===== src/rtl/seq_magnitude_comparator.sv =====
// Multi-cycle magnitude comparator: scans WIDTH-bit operands one CHUNK-bit
// slice per cycle from the MSB slice, stopping at the first differing slice.
module seq_magnitude_comparator #(
  parameter int unsigned WIDTH = 32,
  parameter int unsigned CHUNK = 4
) (
  input  logic             clk,
  input  logic             rst,
  input  logic             start,
  input  logic             signed_mode,
  input  logic [WIDTH-1:0] A,
  input  logic [WIDTH-1:0] B,
  output logic             busy,
  output logic             done,
  output logic             eq,
  output logic             a_less_b,
  output logic             a_gt_b
);

  localparam int unsigned N    = WIDTH / CHUNK;
  localparam int unsigned IDXW = (N > 1) ? $clog2(N) : 1;

  generate
    if ((WIDTH % CHUNK) != 0 || CHUNK == 0) begin : g_bad_chunk
      $fatal(1, "seq_magnitude_comparator: WIDTH must be a non-zero multiple of CHUNK");
    end
  endgenerate

  typedef enum logic [1:0] {IDLE, SCAN, DONE} state_t;

  state_t            state_q, state_d;
  logic [WIDTH-1:0]  a_q, b_q;
  logic [IDXW-1:0]   idx_q;
  logic [WIDTH-1:0]  msb_flip;
  logic [WIDTH-1:0]  sh_a, sh_b;
  logic [CHUNK-1:0]  sl_a, sl_b;

  // Flipping the sign bit turns a two's-complement ordering into an unsigned one.
  always_comb begin
    msb_flip            = '0;
    msb_flip[WIDTH-1]   = signed_mode;
  end

  always_comb begin
    sh_a = a_q >> (CHUNK * idx_q);
    sh_b = b_q >> (CHUNK * idx_q);
    sl_a = sh_a[CHUNK-1:0];
    sl_b = sh_b[CHUNK-1:0];
  end

  always_comb begin
    state_d = state_q;
    case (state_q)
      IDLE:    if (start) state_d = SCAN;
      SCAN:    if ((sl_a != sl_b) || (idx_q == '0)) state_d = DONE;
      DONE:    state_d = IDLE;
      default: state_d = IDLE;
    endcase
  end

  // idx is frozen on the deciding slice, so DONE re-derives the flags from it
  // and publishes them together with the done pulse.
  always_ff @(posedge clk or posedge rst) begin
    if (rst) begin
      state_q  <= IDLE;
      a_q      <= '0;
      b_q      <= '0;
      idx_q    <= '0;
      busy     <= 1'b0;
      done     <= 1'b0;
      eq       <= 1'b0;
      a_less_b <= 1'b0;
      a_gt_b   <= 1'b0;
    end else begin
      state_q <= state_d;
      busy    <= (state_d != IDLE) || (state_q == DONE);
      done    <= (state_q == DONE);
      case (state_q)
        IDLE: begin
          if (start) begin
            a_q      <= A ^ msb_flip;
            b_q      <= B ^ msb_flip;
            idx_q    <= IDXW'(N - 1);
            eq       <= 1'b0;
            a_less_b <= 1'b0;
            a_gt_b   <= 1'b0;
          end
        end
        SCAN: begin
          if ((sl_a == sl_b) && (idx_q != '0)) idx_q <= idx_q - 1'b1;
        end
        DONE: begin
          eq       <= (sl_a == sl_b);
          a_less_b <= (sl_a <  sl_b);
          a_gt_b   <= (sl_a >  sl_b);
        end
        default: ;
      endcase
    end
  end

endmodule


===== config.mk =====
export PLATFORM = sky130hd
export DESIGN_NAME = seq_magnitude_comparator
export DESIGN_NICKNAME = d
export VERILOG_FILES = /design/src/rtl/seq_magnitude_comparator.sv
export SDC_FILE = /design/constraint.sdc
export NUM_CORES = 1
export LEC_CHECK = 0
export ABC_CLOCK_PERIOD_IN_PS = 3500
export CORE_MARGIN = 8
export CORE_UTILIZATION = 51
export DETAILED_ROUTE_END_ITERATION = 8
export PLACE_DENSITY = 0.86
export SETUP_SLACK_MARGIN = 0.5
export SKIP_LAST_GASP = 1
export SYNTH_ARGS = -nofsm -noshare
export SYNTH_HDL_FRONTEND = slang
export SYNTH_SLANG_ARGS = --single-unit

===== constraint.sdc =====
create_clock -name clk -period 3.5 [get_ports clk]
set_input_delay 0.7 -clock clk [delete_from_list [all_inputs] [get_ports clk]]
set_output_delay 0.7 -clock clk [all_outputs]
set_load 0.1 [all_outputs]

After elaboration in Yosys (flattened, before gate mapping). Index checks and enable logic that the tools add are counted.

Add/subtract/negate cells: 1. $lt $le $gt $ge: 2. Equal/unequal tests: 6. Shifts and indexed selects: 2. Muxes and demuxes: 10. Bitwise operators: 2. Reductions and logical operators: 12.

Operator list (count): $shr A32 B5 Y4 (2); $xor A32 B32 Y32 (2); $mux W3 (2); $pmux W1 S2 (3); $pmux W3 S2 (1); $reduce_bool A2 Y1 (3); $eq A4 B4 Y1 (1); $gt A4 B4 Y1 (1); $lt A4 B4 Y1 (1); $mux W2 (2); $ne A2 B2 Y1 const B (2); $ne A4 B4 Y1 (1); $pmux W2 S2 (1); $reduce_and A2 Y1 (2); $logic_not A3 Y1 (1); $reduce_and A3 Y1 (1); $reduce_bool A3 Y1 (1); $sub A3 B1 Y3 const B (1); $eq A2 B1 Y1 const B (1); $eq A2 B2 Y1 const B (1); $logic_not A2 Y1 (1); $logic_or A1 B1 Y1 (2); $logic_and A1 B1 Y1 (1); $mux W1 (1).

Register bits: 74. Bits of input ports: 68. Output and inout bits: 5. Logic and storage cells: 44.

Logic depth before layout (Yosys ltp). Gate-level depths: netlist of the first run.

Depth after elaboration: 7. Depth in mapped cells: 9. Depth with buffers taken out: 7.

Worst setup path after synthesis of the first run. No wires, ideal clock.

Path type: register to register. From: reg idx_q[0]. To: reg idx_q[0]. Setup time: 0.125 ns. Arrival time: 2.401 ns. Required time: 3.375 ns. Slack: 0.975 ns. Cell stages (with the launch flop): 8. Path buffers: 1. Clock period less this slack: 2.525 ns. Cells stage by stage: dfrtp_1 -> buf_6 -> mux4_1 -> mux2_2 -> ha_1 -> nand4_1 -> or3_4 -> mux2_2.

Longest elaborated chain between the ends: 5. Elaborated cells between the ends (all ways): 10. Classes of those cells: 1 x add/sub; 2 x eq/ne; 2 x shift; 2 x mux; 3 x reduce/logical.

RTL lines: start: declaration (line 33) `logic [IDXW-1:0] idx_q;`; start signal: assignment (line 83) `idx_q <= IDXW'(N - 1);`; start signal: assignment (line 90) `if ((sl_a == sl_b) && (idx_q != '0)) idx_q <= idx_q - 1'b1;`; $shr A32 B5 Y4, on equally long branches (line 45, 46); $eq A4 B4 Y1 (line 90); $logic_and A1 B1 Y1 (line 90); $ne A2 B2 Y1 (no line); $reduce_and A3 Y1 (no line).

Parallel ways exist; a longest one is shown, timed or not. The select of a mux whose other input is x is not followed. A chain may end at the register's enable or synchronous reset.

Final worst setup path of the first run. Same ends and word-level chain as after synthesis.

==> flow_metrics.py, run 1 <==
metrics = {
    "yosys": {
        "synthMuxAreaShare": 0.1419,
        "postSynthNetCount": 422,
        "async_reset_ff_frac": 1.000,
        "synth_area_leader_cell": "sky130_fd_sc_hd__dfrtp_1",
        "synth_compound_area_frac": 0.01868,
        "avgSynthCellArea_um2": 10.01,
        "synth_top_family_by_area": "simple AND/OR/NAND/NOR gates",
        "synth.cell_area_um2": 3482,
        "synthXorXnorAreaFrac": 0.007546,
        "syn-instance-count": 348,
        "synth_top_area_frac": 0.5318,
        "flop_and_latch_count_out_of_synthesis": 74,
        "post_synth_most_frequent_cells": "sky130_fd_sc_hd__nand2_1 (194), sky130_fd_sc_hd__dfrtp_1 (74), sky130_fd_sc_hd__buf_2 (12)",
        "synth_adder_area_share": 0.02156,
        "simple_gate_share_of_the_synthesized_area": 0.2318,
        "yosysWarningCount": 0,
        "netlist-cell-type-count": 27,
        "synth_top_cells_by_area": "sky130_fd_sc_hd__dfrtp_1 (53%), sky130_fd_sc_hd__nand2_1 (21%), sky130_fd_sc_hd__mux4_1 (7.5%)",
        "synth_top_flop_cell": "sky130_fd_sc_hd__dfrtp_1",
        "synth_edf_count": 0,
        "synthMostInstantiatedCell": "sky130_fd_sc_hd__nand2_1",
        "yosysSeqAreaShare": 0.5318,
    },
    "sta": {
        "hold_viol_final": 0,
        "worst_pin_slew_ns": 0.9664,
        "maxSlewHeadroom": 0.3537,
        "fmax_mhz": 351.9,
        "final_min_period_over_clock_period": 0.8119,
        "rsz0062_at_grt": "false",
        "report.final.slew_viol_count": 0,
        "finalSetupViolCount": 0,
        "fin_tns_setup_ns": 0,
        "skew_ns": 0.004874,
        "setup_ws_ns": 0.6583,
        "hold_slack_ns": 0.4711,
        "period_minus_slack_ns": 2.842,
    },
    "routing": {
        "drt_iter0_drc": 108,
        "post_drt_via_cell_ratio": 5.181,
        "post-route-drc-count": 0,
        "routed_wirelength_um": 7602,
        "post_route_ant_nets": 0,
        "route.detailed.wl_per_inst_um": 15.11,
        "detailroute.via_count": 2606,
        "drt_pass1_iterations": 4,
    },
    "worst_setup_path": {
        "crit_fanout": 11,
        "crit-reg2reg-capture": "idx_q[0]",
        "list_of_cells_traversed_by_the_critical_path": "mux4_1, mux2_2, ha_1, nand4_1, or3_4, mux2_2",
        "cp_num_cells": 6,
        "slowest_delay_ns": 0.59,
        "regToRegStartpoint": "idx_q[0]",
        "r2r.worst_path.cells": 6,
        "worst-path-buf-inv": 0,
        "cp_common_cell": "sky130_fd_sc_hd__mux2_2",
        "slowest_stage": "sky130_fd_sc_hd__mux4_1",
        "cp-start-kind": "register",
        "timing_worst_setup_path_type": "reg2reg",
        "r2r_slack_ns": 0.66,
        "worstPathArrival_ns": 3.08,
        "cp_top_family": "multiplexers",
        "critical_path_endpoint": "idx_q[0]",
        "worstSetupStartpoint": "idx_q[0]",
        "critPathCaptureType": "register",
        "cp.required_ns": 3.73,
    },
    "floorplan": {
        "initial_utilization": 0.5182,
        "dieArea_um2": 9728,
        "placementRows": 30,
        "floorplan.core_area_um2": 6719,
        "die_width_um": 98.63,
        "die_y_um": 98.63,
        "io_pins": 73,
    },
    "clocking": {
        "cts.root.buffer_cell": "sky130_fd_sc_hd__clkbuf_8",
        "clk_pin_slew_ns": 0.07,
        "cts_max_path_buffers": 2,
        "tritoncts.num_buffers": 9,
        "tritoncts": "done",
        "cts_htree_levels": 3,
        "clock_latency_ns": 0.35,
        "cts_setup_buffers": 0,
        "cts.sink_count": 74,
    },
    "placement": {
        "place_worst_setup_slack_ns": 0.4754,
        "detailedPlacementHpwl_um": 5716,
        "place.gp.congestion": 0.8385,
        "port-buffer-count": 72,
    },
    "power_and_ir_drop": {
        "power.ir.vdd_worst_uv": 349.3,
        "power_per_cell_area_nw_per_um2": 823.6,
        "leakage_power_figure_nw": 2.274,
        "p_total_mw": 3.678,
    },
    "finish": {
        "final_layout_size_suffix_gt1_frac": 0.08983,
        "finalNetCount": 492,
        "num-fill-cells": 513,
        "multiInputGateArea_um2": 1474,
        "count_of_antenna_diodes_in_the_layout": 0,
        "area_growth_syn_to_layout_pct": 28.24,
        "area.sequential_um2": 1853,
    },
    "grt": {
        "overflow": 0,
        "grtUsageTotal": 0.1669,
        "antenna_found_initial": 0,
        "grt_pass1_vias": 2797,
        "grt_start_max_net_pins": 63,
        "wire_length_of_the_first_global_routing_pass_um": 12940,
    },
    "run": {
        "drv.max_cap_violation_count": 0,
    },
    "hold_path": {
        "worst_hold_path_type": "reg2reg",
    },
    "status": {
        "run_status": "completed",
    },
}
area by class of cell:
| class | count | area share |
|---|---|---|
| inverters | 5 | 0.004203 |
| multi-input cells | 250 | 0.3301 |
| repair buffers | 78 | 0.1743 |
| clock inverters | 7 | 0.02634 |
| flip-flops and latches | 74 | 0.4150 |
| clock buffers | 9 | 0.02774 |
| well taps | 80 | 0.02242 |
worst register-to-register path, delay by kind of cell (launching register included):
kind | cells | cell delay, ns
DFF | 1 | 0.57
and+or+nand+nor | 2 | 0.70
muxes | 3 | 1.14
adders and majority gates | 1 | 0.32
layer usage:
metal  up-vias  global-route usage  part of all wire
met2        69              0.2763              0.52
met5         -                   0                 0
met3        16             0.03805             0.051
met1      1256              0.2029              0.41
met4         0             0.07674             0.017
li1       1265                   -                 -
per-stage QoR:
stage | cell area (um^2) | util | std cells
4_1_cts | 4466 | 0.6646 | 503
3_3_place_gp | 4223 | 0.6285 | 487
5_1_grt | 4466 | 0.6646 | 503
3_5_place_dp | 4223 | 0.6285 | 487
2_1_floorplan | 3482 | - | 348
6_report | 4466 | 0.6646 | 503
where the power goes:
group,internal (mW),total (mW),switching [mW]
Combinational,0.622,1.38,0.757
Sequential,1.25,1.51,0.260
Clock,0.473,0.791,0.318
worst min path at each step:
stage	start	to	slack, ns	depth (start not counted)
floorplan	b_q[4]	b_q[4]	0.44	2
global placement	b_q[12]	b_q[12]	0.45	2
detailed placement	b_q[29]	b_q[29]	0.46	2
CTS	b_q[29]	b_q[29]	0.48	2
global route	b_q[4]	b_q[4]	0.50	2
finish	b_q[29]	b_q[29]	0.47	2
sequential cells by signal, summed over array words and instances (netlist names), 2 cells and up:
signal   count
state_q      2
idx_q        3
b_q         32
a_q         32
timing repair:
action,in CTS,in global routing
endpoints found under the setup margin,1,0
hold buffers,0,0
gates resized for setup,1,0
logic make-up after synthesis:
kind of cell	count (synthesis)
flops	74
fa+ha+maj	6
simple gates	205
compound gates	11
mux	25
xor+xnor	3
buf+inv	24
cell usage in the layout (no fill, tap or decap):
cell                              count
sky130_fd_sc_hd__inv_1                4
sky130_fd_sc_hd__xnor2_1              3
sky130_fd_sc_hd__mux2_2               5
sky130_fd_sc_hd__nor2_1               2
sky130_fd_sc_hd__mux4_1              10
sky130_fd_sc_hd__a21oi_1              3
sky130_fd_sc_hd__o21bai_1             1
sky130_fd_sc_hd__dfrtp_1             73
sky130_fd_sc_hd__buf_12               1
sky130_fd_sc_hd__nor2b_1              1
sky130_fd_sc_hd__clkbuf_8             9
sky130_fd_sc_hd__o21ai_0              5
sky130_fd_sc_hd__nand4_1              1
sky130_fd_sc_hd__or3b_2               1
sky130_fd_sc_hd__o211ai_1             1
sky130_fd_sc_hd__clkinv_2             2
sky130_fd_sc_hd__inv_2                1
sky130_fd_sc_hd__clkinv_4             2
sky130_fd_sc_hd__nor4b_1              1
sky130_fd_sc_hd__ha_1                 6
sky130_fd_sc_hd__mux2i_1              4
sky130_fd_sc_hd__nand2_1            194
sky130_fd_sc_hd__a32o_1               1
sky130_fd_sc_hd__mux4_2               6
sky130_fd_sc_hd__bufinv_16            3
sky130_fd_sc_hd__nand2b_1             2
sky130_fd_sc_hd__buf_4                5
sky130_fd_sc_hd__nor3_1               1
sky130_fd_sc_hd__nor3b_4              1
sky130_fd_sc_hd__or3_4                1
sky130_fd_sc_hd__clkdlybuf4s50_1     72
sky130_fd_sc_hd__dfrtp_2              1
Note: power is estimated with default switching activity, not from simulation.
==> run 2: changes to the inputs <==
--- a/config.mk
+++ b/config.mk
@@ -5,11 +5,11 @@
 export SDC_FILE = /design/constraint.sdc
 export NUM_CORES = 1
 export LEC_CHECK = 0
-export ABC_CLOCK_PERIOD_IN_PS = 3500
+export ABC_CLOCK_PERIOD_IN_PS = 2500
 export CORE_MARGIN = 8
-export CORE_UTILIZATION = 51
+export CORE_UTILIZATION = 46
 export DETAILED_ROUTE_END_ITERATION = 8
-export PLACE_DENSITY = 0.86
+export PLACE_DENSITY = 0.82
 export SETUP_SLACK_MARGIN = 0.5
 export SKIP_LAST_GASP = 1
 export SYNTH_ARGS = -nofsm -noshare
==> constraint.sdc (replaced) <==
create_clock -name clk -period 2.5 [get_ports clk]
set_input_delay 0.5 -clock clk [delete_from_list [all_inputs] [get_ports clk]]
set_output_delay 0.5 -clock clk [all_outputs]
set_load 0.1 [all_outputs]
==> run 2 against run 1 <==
The run now ends with setup timing left. Wire length grew 5.5%. Fmax is 12% higher. Clock power up 11%. Clock-buffer cell count grew 2. Power increased by 47%. Largest cell class unchanged. Highest routed layer unchanged.
==> flow_metrics.py, run 2 (same netlist as run 1, synthesis figures left out) <==
metrics = {
    "clocking": {
        "cts-hold-fix-buffers": 0,
        "cts_max_path_buffers": 2,
        "tritoncts": "done",
        "clk_pin_slew_ns": 0.08,
        "cts_htree_levels": 3,
        "clock_latency_ns": 0.34,
        "cts.root.buffer_cell": "sky130_fd_sc_hd__clkbuf_8",
        "tritoncts.num_buffers": 9,
        "cts.sink_count": 74,
    },
    "routing": {
        "drt_iter0_drc": 147,
        "post_route_ant_nets": 0,
        "drt_pass1_iterations": 5,
        "post_drt_via_cell_ratio": 4.940,
        "detailroute.via_count": 2628,
        "route.detailed.wl_per_inst_um": 15.08,
        "post-route-drc-count": 0,
        "routed_wirelength_um": 8021,
    },
    "placement": {
        "place_worst_setup_slack_ns": -0.06564,
        "port-buffer-count": 72,
        "place.gp.congestion": 0.8948,
        "detailedPlacementHpwl_um": 5996,
        "numPlacedInstances": 510,
    },
    "worst_setup_path": {
        "worstPathArrival_ns": 2.78,
        "regToRegStartpoint": "idx_q[0]",
        "cp.required_ns": 2.73,
        "r2r.worst_path.cells": 7,
        "crit_fanout": 6,
        "timing_worst_setup_path_type": "reg2reg",
        "crit-reg2reg-capture": "idx_q[0]",
        "critPathCaptureType": "register",
        "cp-start-kind": "register",
        "r2r_slack_ns": -0.04,
    },
    "sta": {
        "worst_pin_slew_ns": 0.5232,
        "final_min_period_over_clock_period": 1.017,
        "hold_viol_final": 0,
        "report.final.slew_viol_count": 0,
        "finalSetupViolCount": 2,
        "hold_slack_ns": 0.4751,
        "setup_ws_ns": -0.04369,
        "period_minus_slack_ns": 2.544,
        "fmax_mhz": 393.1,
        "skew_ns": 0.009246,
        "fin_tns_setup_ns": -0.04451,
        "maxSlewHeadroom": 0.6504,
        "rsz0062_at_grt": "true",
    },
    "finish": {
        "final_layout_size_suffix_gt1_frac": 0.1594,
        "reg_top3": "a_q (32), b_q (32), idx_q (3)",
        "area_growth_syn_to_layout_pct": 32.38,
        "count_of_antenna_diodes_in_the_layout": 0,
        "num-fill-cells": 587,
        "finalNetCount": 502,
        "layout_commonest_cell": "sky130_fd_sc_hd__nand2_1",
        "fin_cells": 532,
        "final_cell_mix": "sky130_fd_sc_hd__nand2_1 (193), sky130_fd_sc_hd__dfrtp_1 (74), sky130_fd_sc_hd__clkdlybuf4s50_1 (67)",
    },
    "floorplan": {
        "floorplan.core_area_um2": 7292,
        "die_width_um": 103.0,
        "io_pins": 73,
        "placementRows": 31,
        "dieArea_um2": 10610,
        "die_y_um": 103.0,
        "initial_utilization": 0.4775,
    },
    "grt": {
        "wire_length_of_the_first_global_routing_pass_um": 13370,
        "antenna_found_initial": 0,
        "grtUsageTotal": 0.1609,
        "overflow": 0,
        "grt_start_max_net_pins": 70,
        "grt_pass1_vias": 2920,
    },
    "power_and_ir_drop": {
        "power_per_cell_area_nw_per_um2": 1171,
        "p_switching_mw": 2.039,
        "swShare": 0.3779,
        "clock_power_share": 0.163,
        "power.internal_mw": 3.357,
        "power.share.combinational": 0.448,
        "power.ir.vdd_worst_uv": 411.1,
        "leakage_power_figure_nw": 2.267,
        "seqPwrFrac": 0.389,
    },
    "hold_path": {
        "worst_hold_path_type": "reg2reg",
        "end_point_of_the_worst_hold_path": "b_q[18]",
        "whs_path_depth": 2,
        "min_from": "b_q[18]",
    },
    "run": {
        "drv.max_cap_violation_count": 0,
    },
    "status": {
        "failed_checks": "setup timing",
        "run_status": "finished, violations left",
    },
}
-- run 2: timing repair --
item | CTS | global route
buffers inserted | 3 | 3
setup endpoints to repair | 8 | 8
pin swaps | 7 | 4
gates resized for setup | 14 | 6
-- run 2: worst max-delay path, cell delays in order, from the launching register on --
cell,delay (ns)
sky130_fd_sc_hd__dfrtp_1,0.38
sky130_fd_sc_hd__buf_6,0.15
sky130_fd_sc_hd__mux4_2,0.50
sky130_fd_sc_hd__mux2_4,0.30
sky130_fd_sc_hd__ha_4,0.27
sky130_fd_sc_hd__nand4_1,0.14
sky130_fd_sc_hd__or3_4,0.42
sky130_fd_sc_hd__mux2_2,0.27
-- run 2: metrics by stage --
step | power [mW] | util | cell area, um^2
after floorplan | 3.659 | - | 3508
after global placement | 4.135 | 0.5901 | 4303
after detailed placement | 4.261 | 0.5901 | 4303
after CTS | 5.319 | 0.6247 | 4556
after global routing | 5.774 | 0.6321 | 4609
final | 5.396 | 0.6321 | 4609
-- run 2: metal layers --
metal / global-route usage / vias to the layer above / wire length, um
met5: 0 / - / 0
met4: 0.06563 / 0 / 154
met3: 0.03781 / 14 / 486
met2: 0.2640 / 70 / 3941
met1: 0.1997 / 1268 / 3438
li1: - / 1276 / -
-- run 2: worst max path at each step --
stage	endpoint	from	depth (start not counted)	slack, ns
final	idx_q[0]	idx_q[0]	7	-0.04
after global routing	idx_q[2]	idx_q[0]	9	-0.11
after CTS	idx_q[0]	idx_q[0]	7	-0.006
after detailed placement	idx_q[0]	idx_q[1]	7	-0.07
after global placement	idx_q[0]	idx_q[0]	7	0.01
after floorplan	idx_q[0]	idx_q[0]	7	0.05
-- run 2: final cells by class --
type,count,area (um^2),share of cell area
Tap cell,99,123.9,0.02687
Clock inverter,5,55.05,0.01194
Multi-Input combinational cell,250,1553,0.3369
Sequential cell,74,1852,0.4017
Clock buffer,11,131.4,0.02850
Inverter,5,22.52,0.004886
Timing Repair Buffer,88,872.1,0.1892
-- run 2: power groups by stage --
stage                     clock network, mW  logic (mW)  registers, mW
after floorplan                           0        1.49           2.17
after global placement                    0        2.02           2.11
after detailed placement                  0        2.15           2.11
after CTS                             0.895        2.32           2.10
after global routing                  0.945        2.67           2.16
final                                 0.879        2.42           2.10
==> run 3: changes to the inputs <==
--- a/config.mk
+++ b/config.mk
@@ -9,6 +9,7 @@
 export CORE_MARGIN = 8
 export CORE_UTILIZATION = 46
 export DETAILED_ROUTE_END_ITERATION = 8
+export GPL_ROUTABILITY_DRIVEN = 0
 export PLACE_DENSITY = 0.82
 export SETUP_SLACK_MARGIN = 0.5
 export SKIP_LAST_GASP = 1
==> results of run 3 <==
Final layout, timing and power as in run 2 (identical DEF).
